**config.mk**
```make
export PLATFORM = sky130hd
export DESIGN_NAME = nzp_ben_stack
export DESIGN_NICKNAME = d
export VERILOG_FILES = /design/src/rtl/nzp_ben_stack.sv
export SDC_FILE = /design/constraint.sdc
export NUM_CORES = 1
export LEC_CHECK = 0
export BUFFER_PORTS_ARGS = -buffer_cell sky130_fd_sc_hd__buf_4
export CAP_MARGIN = 20
export CORE_ASPECT_RATIO = 0.75
export CORE_MARGIN = 2
export CORE_UTILIZATION = 27
export CTS_CLUSTER_SIZE = 24
export DETAILED_ROUTE_END_ITERATION = 8
export HOLD_SLACK_MARGIN = 0.05
export PLACE_DENSITY = 0.49
export SYNTH_ARGS = -nofsm -noshare
export SYNTH_HDL_FRONTEND = slang
export SYNTH_SLANG_ARGS = --single-unit
```
**constraint.sdc**
```tcl
create_clock -name Clk -period 2.4 [get_ports Clk]
set_input_delay 0.24 -clock Clk [delete_from_list [all_inputs] [get_ports Clk]]
set_output_delay 0.24 -clock Clk [all_outputs]
set_load 0.005 [all_outputs]
```
**src/rtl/nzp_ben_stack.sv**
```systemverilog
// nzp_ben_stack
// Condition-code (N/Z/P) and branch-enable unit with a bounded CC save stack.
//
// NZP is derived from a DATA_W-bit bus value and loaded on LD_CC. BEN is
// loaded on LD_BEN from the IR[11:9] mask ANDed with either the registered
// NZP (BYPASS=0) or the NZP being loaded at the same edge (BYPASS=1).
// CC_PUSH saves the registered NZP on a LIFO; CC_POP restores it.
//
// Ports:
//   Clk      in   rising-edge clock
//   Reset    in   asynchronous active-low reset
//   bus      in   [DATA_W-1:0] datapath bus value
//   IR11     in   [2:0] branch mask {n,z,p}
//   LD_CC    in   load NZP from bus
//   LD_BEN   in   load BEN register
//   CC_PUSH  in   push registered NZP onto the save stack
//   CC_POP   in   restore NZP from top of the save stack
//   CLR_ERR  in   clear sticky stack error flags
//   NZP      out  [2:0] registered condition code {N,Z,P}
//   BEN_out  out  registered branch enable
//   CC_DEPTH out  [$clog2(DEPTH+1)-1:0] entries on stack
//   STK_OVF  out  sticky: push attempted while full
//   STK_UNF  out  sticky: pop attempted while empty
module nzp_ben_stack #(
   parameter int DATA_W = 16,
   parameter int DEPTH  = 4,
   parameter bit BYPASS = 1'b0,
   localparam int DW    = $clog2(DEPTH + 1)
) (
   input  logic              Clk,
   input  logic              Reset,
   input  logic [DATA_W-1:0] bus,
   input  logic [2:0]        IR11,
   input  logic              LD_CC,
   input  logic              LD_BEN,
   input  logic              CC_PUSH,
   input  logic              CC_POP,
   input  logic              CLR_ERR,
   output logic [2:0]        NZP,
   output logic              BEN_out,
   output logic [DW-1:0]     CC_DEPTH,
   output logic              STK_OVF,
   output logic              STK_UNF
);

   logic [2:0]    nzp_q,   nzp_d;
   logic          ben_q,   ben_d;
   logic [DW-1:0] depth_q, depth_d;
   logic          ovf_q,   ovf_d;
   logic          unf_q,   unf_d;
   logic [2:0]    stack_q [DEPTH];
   logic [2:0]    stack_d [DEPTH];

   logic [2:0] nzp_next;
   logic [2:0] top_entry;
   logic [2:0] ben_src;
   logic       push_only, pop_only;
   logic       full, empty;

   // Condition code from the bus; always one-hot.
   always_comb begin
      nzp_next = 3'b001;
      if (bus[DATA_W-1])
         nzp_next = 3'b100;
      else if (bus == '0)
         nzp_next = 3'b010;
   end

   // A simultaneous push and pop cancel out entirely (no restore, no error).
   assign push_only = CC_PUSH & ~CC_POP;
   assign pop_only  = CC_POP & ~CC_PUSH;
   assign full      = (depth_q == DW'(DEPTH));
   assign empty     = (depth_q == '0);

   // Top-of-stack read, only meaningful when not empty.
   always_comb begin
      top_entry = nzp_q;
      for (int i = 0; i < DEPTH; i++) begin
         if (DW'(i) == depth_q - DW'(1))
            top_entry = stack_q[i];
      end
   end

   always_comb begin
      nzp_d   = nzp_q;
      depth_d = depth_q;
      stack_d = stack_q;
      ovf_d   = ovf_q & ~CLR_ERR;
      unf_d   = unf_q & ~CLR_ERR;

      if (push_only) begin
         if (full) begin
            ovf_d = 1'b1;
         end else begin
            // Pushed value is always the registered NZP, even alongside LD_CC.
            for (int i = 0; i < DEPTH; i++) begin
               if (DW'(i) == depth_q)
                  stack_d[i] = nzp_q;
            end
            depth_d = depth_q + DW'(1);
         end
      end

      if (pop_only) begin
         if (empty) begin
            unf_d = 1'b1;
         end else begin
            nzp_d   = top_entry;
            depth_d = depth_q - DW'(1);
         end
      end

      // LD_CC overrides any popped value; the pop still discards its entry.
      if (LD_CC)
         nzp_d = nzp_next;
   end

   always_comb begin
      ben_src = BYPASS ? nzp_d : nzp_q;
      ben_d   = LD_BEN ? |(IR11 & ben_src) : ben_q;
   end

   always_ff @(posedge Clk or negedge Reset) begin
      if (!Reset) begin
         nzp_q   <= 3'b010;
         ben_q   <= 1'b0;
         depth_q <= '0;
         ovf_q   <= 1'b0;
         unf_q   <= 1'b0;
      end else begin
         nzp_q   <= nzp_d;
         ben_q   <= ben_d;
         depth_q <= depth_d;
         ovf_q   <= ovf_d;
         unf_q   <= unf_d;
      end
   end

   // Stack contents are don't-care after reset; CC_DEPTH alone marks validity.
   always_ff @(posedge Clk) begin
      stack_q <= stack_d;
   end

   assign NZP      = nzp_q;
   assign BEN_out  = ben_q;
   assign CC_DEPTH = depth_q;
   assign STK_OVF  = ovf_q;
   assign STK_UNF  = unf_q;

endmodule

```
After elaboration in Yosys (flattened, before gate mapping)

Cells that the tools add are included.

Output and inout bits: 9
Bits in registers: 21
Input bits: 26

Muxes and demuxes: 17
Add/sub/neg operators: 2
Reduce and logical (&&, ||, !) cells: 11
Bitwise operators: 9
Equal/unequal tests: 8

Operators with widths:

| cell                                                                | count |
|---|---|
| 3-bit 2-to-1 mux                                                    | 12 |
| 16-bit logical NOT                                                  | 1 |
| 3-bit AND reduction                                                 | 5 |
| 2-bit by 3-bit == test with 1-bit output (first input constant)     | 4 |
| 1-bit by 3-bit == test with 1-bit output (first input constant)     | 2 |
| 3-bit logical NOT                                                   | 2 |
| 5-bit nonzero test                                                  | 1 |
| 1-bit bitwise AND                                                   | 4 |
| 1-bit 2-to-1 mux                                                    | 4 |
| 1-bit inverter                                                      | 4 |
| 3-bit by 1-bit adder with 3-bit output (second input constant)      | 1 |
| 3-bit bitwise AND                                                   | 1 |
| 3-bit == test (second input constant)                               | 1 |
| 3-bit OR reduction                                                  | 1 |
| 3-bit by 1-bit subtractor with 3-bit output (second input constant) | 1 |
| 2-bit 2-to-1 mux                                                    | 1 |
| 2-bit != test (second input constant)                               | 1 |
| 2-bit nonzero test                                                  | 1 |

Logic depth before layout (Yosys ltp)

Gate-level depths: netlist of the first run.

Depth in word-level cells: 9
Mapped depth: 6
Mapped depth without buffers: 6

Worst setup path before layout of the first run

OpenSTA, ideal clock, no wires.

Path type: register to register
Start: register depth_q[0] (netlist: CC_DEPTH[0])
End: register nzp_q[0] (netlist: NZP[0])
Library setup time: 0.127 ns
Path slack: 0.562 ns
Data arrival time: 1.711 ns
Period minus slack after synthesis: 1.838 ns
Path buffers: 0
Stages on the path, launching flop included: 7
Path through: dfrtp_1 > inv_1 > ha_1 > or3_4 > a211oi_4 > o311a_2 > nor3_2

Cells in the longest elaborated chain, start to end: 8

Ends and longest elaborated chain:

| what                                        | line | RTL |
|---|---|---|
| start: declaration                          | 48   | `logic [DW-1:0] depth_q, depth_d;` |
| start signal: assignment                    | 133  | `depth_q <= depth_d;` |
| 3-bit by 1-bit subtractor with 3-bit output | 79   | `if (DW'(i) == depth_q - DW'(1))` |
| 1-bit by 3-bit == test with 1-bit output    | 79   |  |
| 3-bit 2-to-1 mux (3 in a row)               | 79   |  |
| 3-bit 2-to-1 mux                            | 105  | `if (empty) begin` |
| 3-bit 2-to-1 mux                            | 104  | `if (pop_only) begin` |
| 3-bit 2-to-1 mux                            | 114  | `if (LD_CC)` |
| end signal: assignment                      | 131  | `nzp_q <= nzp_d;` |
| end: declaration                            | 46   | `logic [2:0] nzp_q, nzp_d;` |

Several ways; a longest one is shown, not always the timed one. The select of a mux whose other input is x is not followed.
A chain may end at the register's enable or synchronous reset.

Worst setup path in the final report of the first run

Ends and elaborated chain as after synthesis.

==> results of run 1 <==
## sequential cells by signal, indices dropped and copies added (netlist names)
signal,cells
BEN_out,1
CC_DEPTH,3
NZP,3
STK_OVF,1
STK_UNF,1
stack_q,12
## synth_stat cells (2+ instances only)
master     n  area (um2)
nand2_1    7       26.28
nor2b_1    6       37.54
or3_1      2       12.51
o22ai_1    3       18.77
o31ai_1    3       22.52
xnor2_1    2       17.52
nor3b_1    3       22.52
nor4_1     4       25.02
nand2b_1   4       25.02
o21ai_0    3       15.01
nor3_1     2       10.01
a31oi_1    2       12.51
edfxtp_1  12       360.4
dfrtp_1    8       200.2
nor2_1     5       18.77
nand3b_1   2       15.01
clkbuf_1   2       7.510
a21oi_1    8       40.04
inv_1      6       22.52
ha_1       7       87.58
## through the flow
stage          instance area [um2]  utilization (%)  hold slack (ps)
5_1_grt                       1549            37.52            153.5
3_3_place_gp                  1494            36.18            78.17
3_5_place_dp                  1494            36.18            79.54
2_1_floorplan                 1186                -           -55.59
4_1_cts                       1549            37.52            140.9
6_report                      1549            37.52            148.5
## what timing repair did
| item | in CTS | in global routing |
|---|---|---|
| hold buffers | 1 | 0 |
| endpoints found under the hold margin | 9 | 0 |
| buffers inserted | 0 | 0 |
## power breakdown
group	internal, uW	total [uW]	switching, uW
Clock	118	233	114
Combinational	313	654	341
Sequential	461	558	97.0
## layer usage
| layer | GRT usage (%) | wire [um] | share of wire [%] |
|---|---|---|---|
| met1 | 18.72 | 1475 | 51 |
| met5 | 0 | 0 | 0 |
| met3 | 2.786 | 150 | 5.2 |
| met4 | 3.632 | 21 | 0.72 |
| met2 | 17.50 | 1252 | 43 |
## critical path: stages (launching register included)
cell and delay [ps]:
dfrtp_1 480, inv_1 120, ha_1 320, or3_4 410, a211oi_4 320, o311a_2 240, nor3_2 40
## layout make-up
cell class,instances,area [um2],area share (%)
clock buffer,4,45.04,2.908
sequential,21,586.8,37.88
tap,55,68.82,4.443
timing repair buffer,36,272.8,17.61
multi-input combinational,78,553.0,35.70
inverter,6,22.52,1.454
## cell families after synthesis
family                   after synthesis  synth area share (%)
flip-flops                            21                 49.47
buffers and inverters                 10                 3.903
XOR/XNOR                               2                 1.477
adder cells (fa/ha/maj)                7                 7.384
AND/OR/NAND/NOR                       40                 19.51
AO/OA/AOI/OAI                         29                 18.25
## path summary, 6_finish.rpt
| path | from | endpoint | cells past startpoint |
|---|---|---|---|
| worst min-delay path | LD_BEN | BEN_out$_DFFE_PN0P_ | 2 |
| min in group asynchronous | Reset | STK_OVF$_DFF_PN0_ | 2 |
| worst max register to register | CC_DEPTH[0]$_DFF_PN0_ | NZP[0]$_DFFE_PN0P_ | 6 |
| worst max-delay path | CC_DEPTH[0]$_DFF_PN0_ | NZP[0]$_DFFE_PN0P_ | 6 |
| max in group asynchronous | Reset | NZP[1]$_DFFE_PN1P_ | 2 |
| worst min register to register | BEN_out$_DFFE_PN0P_ | BEN_out$_DFFE_PN0P_ | 2 |
==> results.cfg, run 1 <==
[outcome]
status = completed

[yosys]
synth-async-reset-ratio_pct = 42.86
ys_ff_latch = 21
syn_nets = 142
synth_cells = 109
seq_area_frac_synth_pct = 49.47
synth_edf_count = 12
syn_area_um2 = 1186
yosysUniqueCellTypes = 38
ys.flop_type = edfxtp_1
yosysWarnings = 0
synth_area_per_cell_um2 = 10.88

[timing]
report.final.setup_viol = 0
rsz0062_at_grt = false
hold_viol = 0
slew_violations = 0
fin_crit_sh_pct = 85.41
worst_slew_pin_slew_ps = 523.7
min_period_ps = 2050
fmax_mhz = 487.8
skew_ps = 2.171
timing.slew.headroom_pct = 64.76
setup_tns_ps = 0
finalWorstSetupSlack_ps = 350.2

[cts]
cts_buffers = 3
cts_buffer_depth = 2
clock-sinks = 21
cts_resized = 0
tritoncts = built
cts-root-buf = clkbuf_8
clkLatencyLatePin_ps = 260
clkTransAtPathRegs_ps = 80
htree_levels = 1

[critical_path]
cp-start-kind = flop
worstPathMaxFanout = 9
arrival_ps = 2190
ff2ff_setup_slack_ps = 350
required_ps = 2540
criticalPathCategory = flop to flop
endpoint_kind = flop

[grt]
antenna_found_initial = 0
grt.total_usage_pct = 12.33
overflow = 0
grt_pass1_wl_um = 4512
grt_start_max_net_pins = 12
grt_pass1_vias = 858

[layout]
layout_commonest_cell = buf_4
drive_gt1_share_pct = 31.03
area_growth_pct = 30.59
fillers = 420
mostFrequentLayoutCells = buf_4 (35), edfxtp_1 (12), dfrtp_1 (8), a21oi_1 (8)
antenna_cells = 0
fin_cells = 200
nets = 179

[placed_design]
dp_slack_ps = 377.1
gp_congestion = 0.8515
dp.cells = 195
portBuffers = 34
dp_hpwl_um = 2273

[min_path]
hold_class = input port to flop

[floorplan]
die_w_um = 80.54
fp.dieH_um = 61.40
dieArea_um2 = 4945
initial_utilization_pct = 28.73
rows = 20
core_area_um2 = 4129
pin_count = 35

[route]
drt_iter0_drc = 85
vias = 967
dr.pass1.iters = 4
vias_per_cell = 4.835
drc = 0
ant_nets = 0
drt_wl_total_um = 2899
wire_per_inst_um = 14.50

[pwr]
peakVddDrop_uv = 315.9
power_density_nw_per_um2 = 932.6
cellLeakagePower_uw = 0.0006311
finalPower_uw = 1445

[job]
maxCapViolations = 0
No activity file was read; power rests on OpenSTA's default activity.
==> inputs of run 2 (changes only) <==
--- a/config.mk
+++ b/config.mk
@@ -8,8 +8,9 @@
 export BUFFER_PORTS_ARGS = -buffer_cell sky130_fd_sc_hd__buf_4
 export CAP_MARGIN = 20
 export CORE_ASPECT_RATIO = 0.75
-export CORE_MARGIN = 2
+export CORE_MARGIN = 4
 export CORE_UTILIZATION = 27
+export CTS_BUF_LIST = sky130_fd_sc_hd__clkbuf_16
 export CTS_CLUSTER_SIZE = 24
 export DETAILED_ROUTE_END_ITERATION = 8
 export HOLD_SLACK_MARGIN = 0.05
==> constraint.sdc (replaced) <==
create_clock -name Clk -period 2.4 [get_ports Clk]
set_input_delay 0.24 -clock Clk [delete_from_list [all_inputs] [get_ports Clk]]
set_output_delay 0.24 -clock Clk [all_outputs]
set_load 0.02 [all_outputs]
==> run 2 against run 1 <==
  * Power rose by 12%
  * Sequential share of layout area fell by 0.81 points
  * Clock skew fell by 0.52 ps
  * Non-clock buffer count did not move
  * First-iteration DRC count fell by 28%
  * Via count rose by 1.7%
  * Sequential power barely moved
  * Global-route usage fell by 1.3 points
  * Register-to-register slack improved by 80 ps
  * Hold slack improved by 4.4 ps
  * Design area rose by 2.2%
  * Largest power group unchanged
==> results.cfg, run 2 (synthesis results as in run 1) <==
[grt]
grt_start_max_net_pins = 13
grt_pass1_vias = 949
antenna_found_initial = 0
overflow = 0
grt_pass1_wl_um = 4671
grt.total_usage_pct = 10.99

[critical_path]
r2r_end = NZP[0]$_DFFE_PN0P_
cp-endpoint = NZP[0]$_DFFE_PN0P_
startpoint = CC_DEPTH[0]$_DFF_PN0_
required_ps = 2540
cp-start-kind = flop
critPathMaxStageDelay_ps = 470
worstPathMaxFanout = 6
endpoint_kind = flop
crit_chain = inv_1 > ha_1 > or3_4 > a211oi_4 > o311a_2 > nor3_2
criticalPathCategory = flop to flop
cp_num_cells = 6
cp_top_family = compound AO/OA/AOI/OAI gates
critPathSlowestCell = dfrtp_1
ff2ff_setup_slack_ps = 430
crit_buf_inv = 1
arrival_ps = 2110
r2r-start = CC_DEPTH[0]$_DFF_PN0_
worst_r2r_path_depth = 6

[timing]
worst_slew_pin_slew_ps = 584.8
finalWorstSetupSlack_ps = 432.7
hold_viol = 0
report.final.setup_viol = 0
setup_tns_ps = 0
timing.slew.headroom_pct = 60.93
slew_violations = 0
fin_crit_sh_pct = 81.97
skew_ps = 1.648
holdWs_ps = 152.8
fmax_mhz = 508.3
min_period_ps = 1967
rsz0062_at_grt = false

[min_path]
hold_class = input port to flop

[outcome]
status = completed

[cts]
clkLatencyLatePin_ps = 260
cts_buffers = 3
cts_buffer_depth = 2
tritoncts = built
cts_setup_buffers = 0
clkTransAtPathRegs_ps = 60
htree_levels = 1
cts-hold-fix-buffers = 1
clock-sinks = 21
cts_resized = 0
cts-root-buf = clkbuf_16

[pwr]
power_density_nw_per_um2 = 1023
cellLeakagePower_uw = 0.0006506
peakVddDrop_uv = 386.7

[layout]
antenna_cells = 0
area_growth_pct = 33.44
mostFrequentLayoutCells = buf_4 (35), edfxtp_1 (12), dfrtp_1 (8), a21oi_1 (8)
drive_gt1_share_pct = 31.03
nets = 179
fin_cells = 200
design_area_um2 = 1583
seqCellArea_um2 = 586.8
fillers = 428
regMostFlops = stack_q
layout_commonest_cell = buf_4
multi_input_area_um2 = 553.0
largest_reg_flops = 12

[job]
maxCapViolations = 0

[floorplan]
rows = 20
core_area_um2 = 4154
dieArea_um2 = 5529
fp.dieH_um = 65.40
pin_count = 35
die_w_um = 84.54
initial_utilization_pct = 28.55

[placed_design]
portBuffers = 34
dp_hpwl_um = 2292
postPlaceCellArea_um2 = 1494
dp.cells = 195
gp_congestion = 0.7760
dp_slack_ps = 428.9

[route]
vias_per_cell = 4.915
drc = 0
drt_wl_total_um = 2923
vias = 983
ant_nets = 0
dr.pass1.iters = 4
wire_per_inst_um = 14.62
drt_iter0_drc = 61
run 2: cell type report:
| type | instances | share of cell area (%) |
|---|---|---|
| Clock buffer | 3 | 4.743 |
| Inverter | 6 | 1.423 |
| Tap cell | 55 | 4.348 |
| Sequential cell | 21 | 37.08 |
| Clock inverter | 1 | 0.2372 |
| Multi-Input combinational cell | 78 | 34.94 |
| Timing Repair Buffer | 36 | 17.23 |
run 2: stage by stage:
stage          total power, uW  utilization, %
2_1_floorplan             1041               -
6_report                  1620           38.10
3_5_place_dp              1268           35.96
4_1_cts                   1631           38.10
5_1_grt                   1729           38.10
3_3_place_gp              1271           35.96
run 2: per-layer routing:
layer / share of wire [%] / track usage (%) / wire length (um)
met5: 0 / 0 / 0
met2: 44 / 16.11 / 1295
met1: 49 / 14.93 / 1433
met4: 1.6 / 4.743 / 46
met3: 5.1 / 3.383 / 148
run 2: how the worst min path moves through the flow:
stage | cells after the start | start | endpoint
floorplan | 0 | Reset | BEN_out$_DFFE_PN0P_
global placement | 1 | Reset | CC_DEPTH[0]$_DFF_PN0_
detailed placement | 1 | Reset | CC_DEPTH[1]$_DFF_PN0_
CTS | 2 | LD_BEN | BEN_out$_DFFE_PN0P_
global route | 2 | LD_BEN | BEN_out$_DFFE_PN0P_
finish | 2 | LD_BEN | BEN_out$_DFFE_PN0P_
run 2: where the power goes:
group	switching (uW)	internal (uW)
sequential	93.2	462
combinational	397	316
clock	130	222
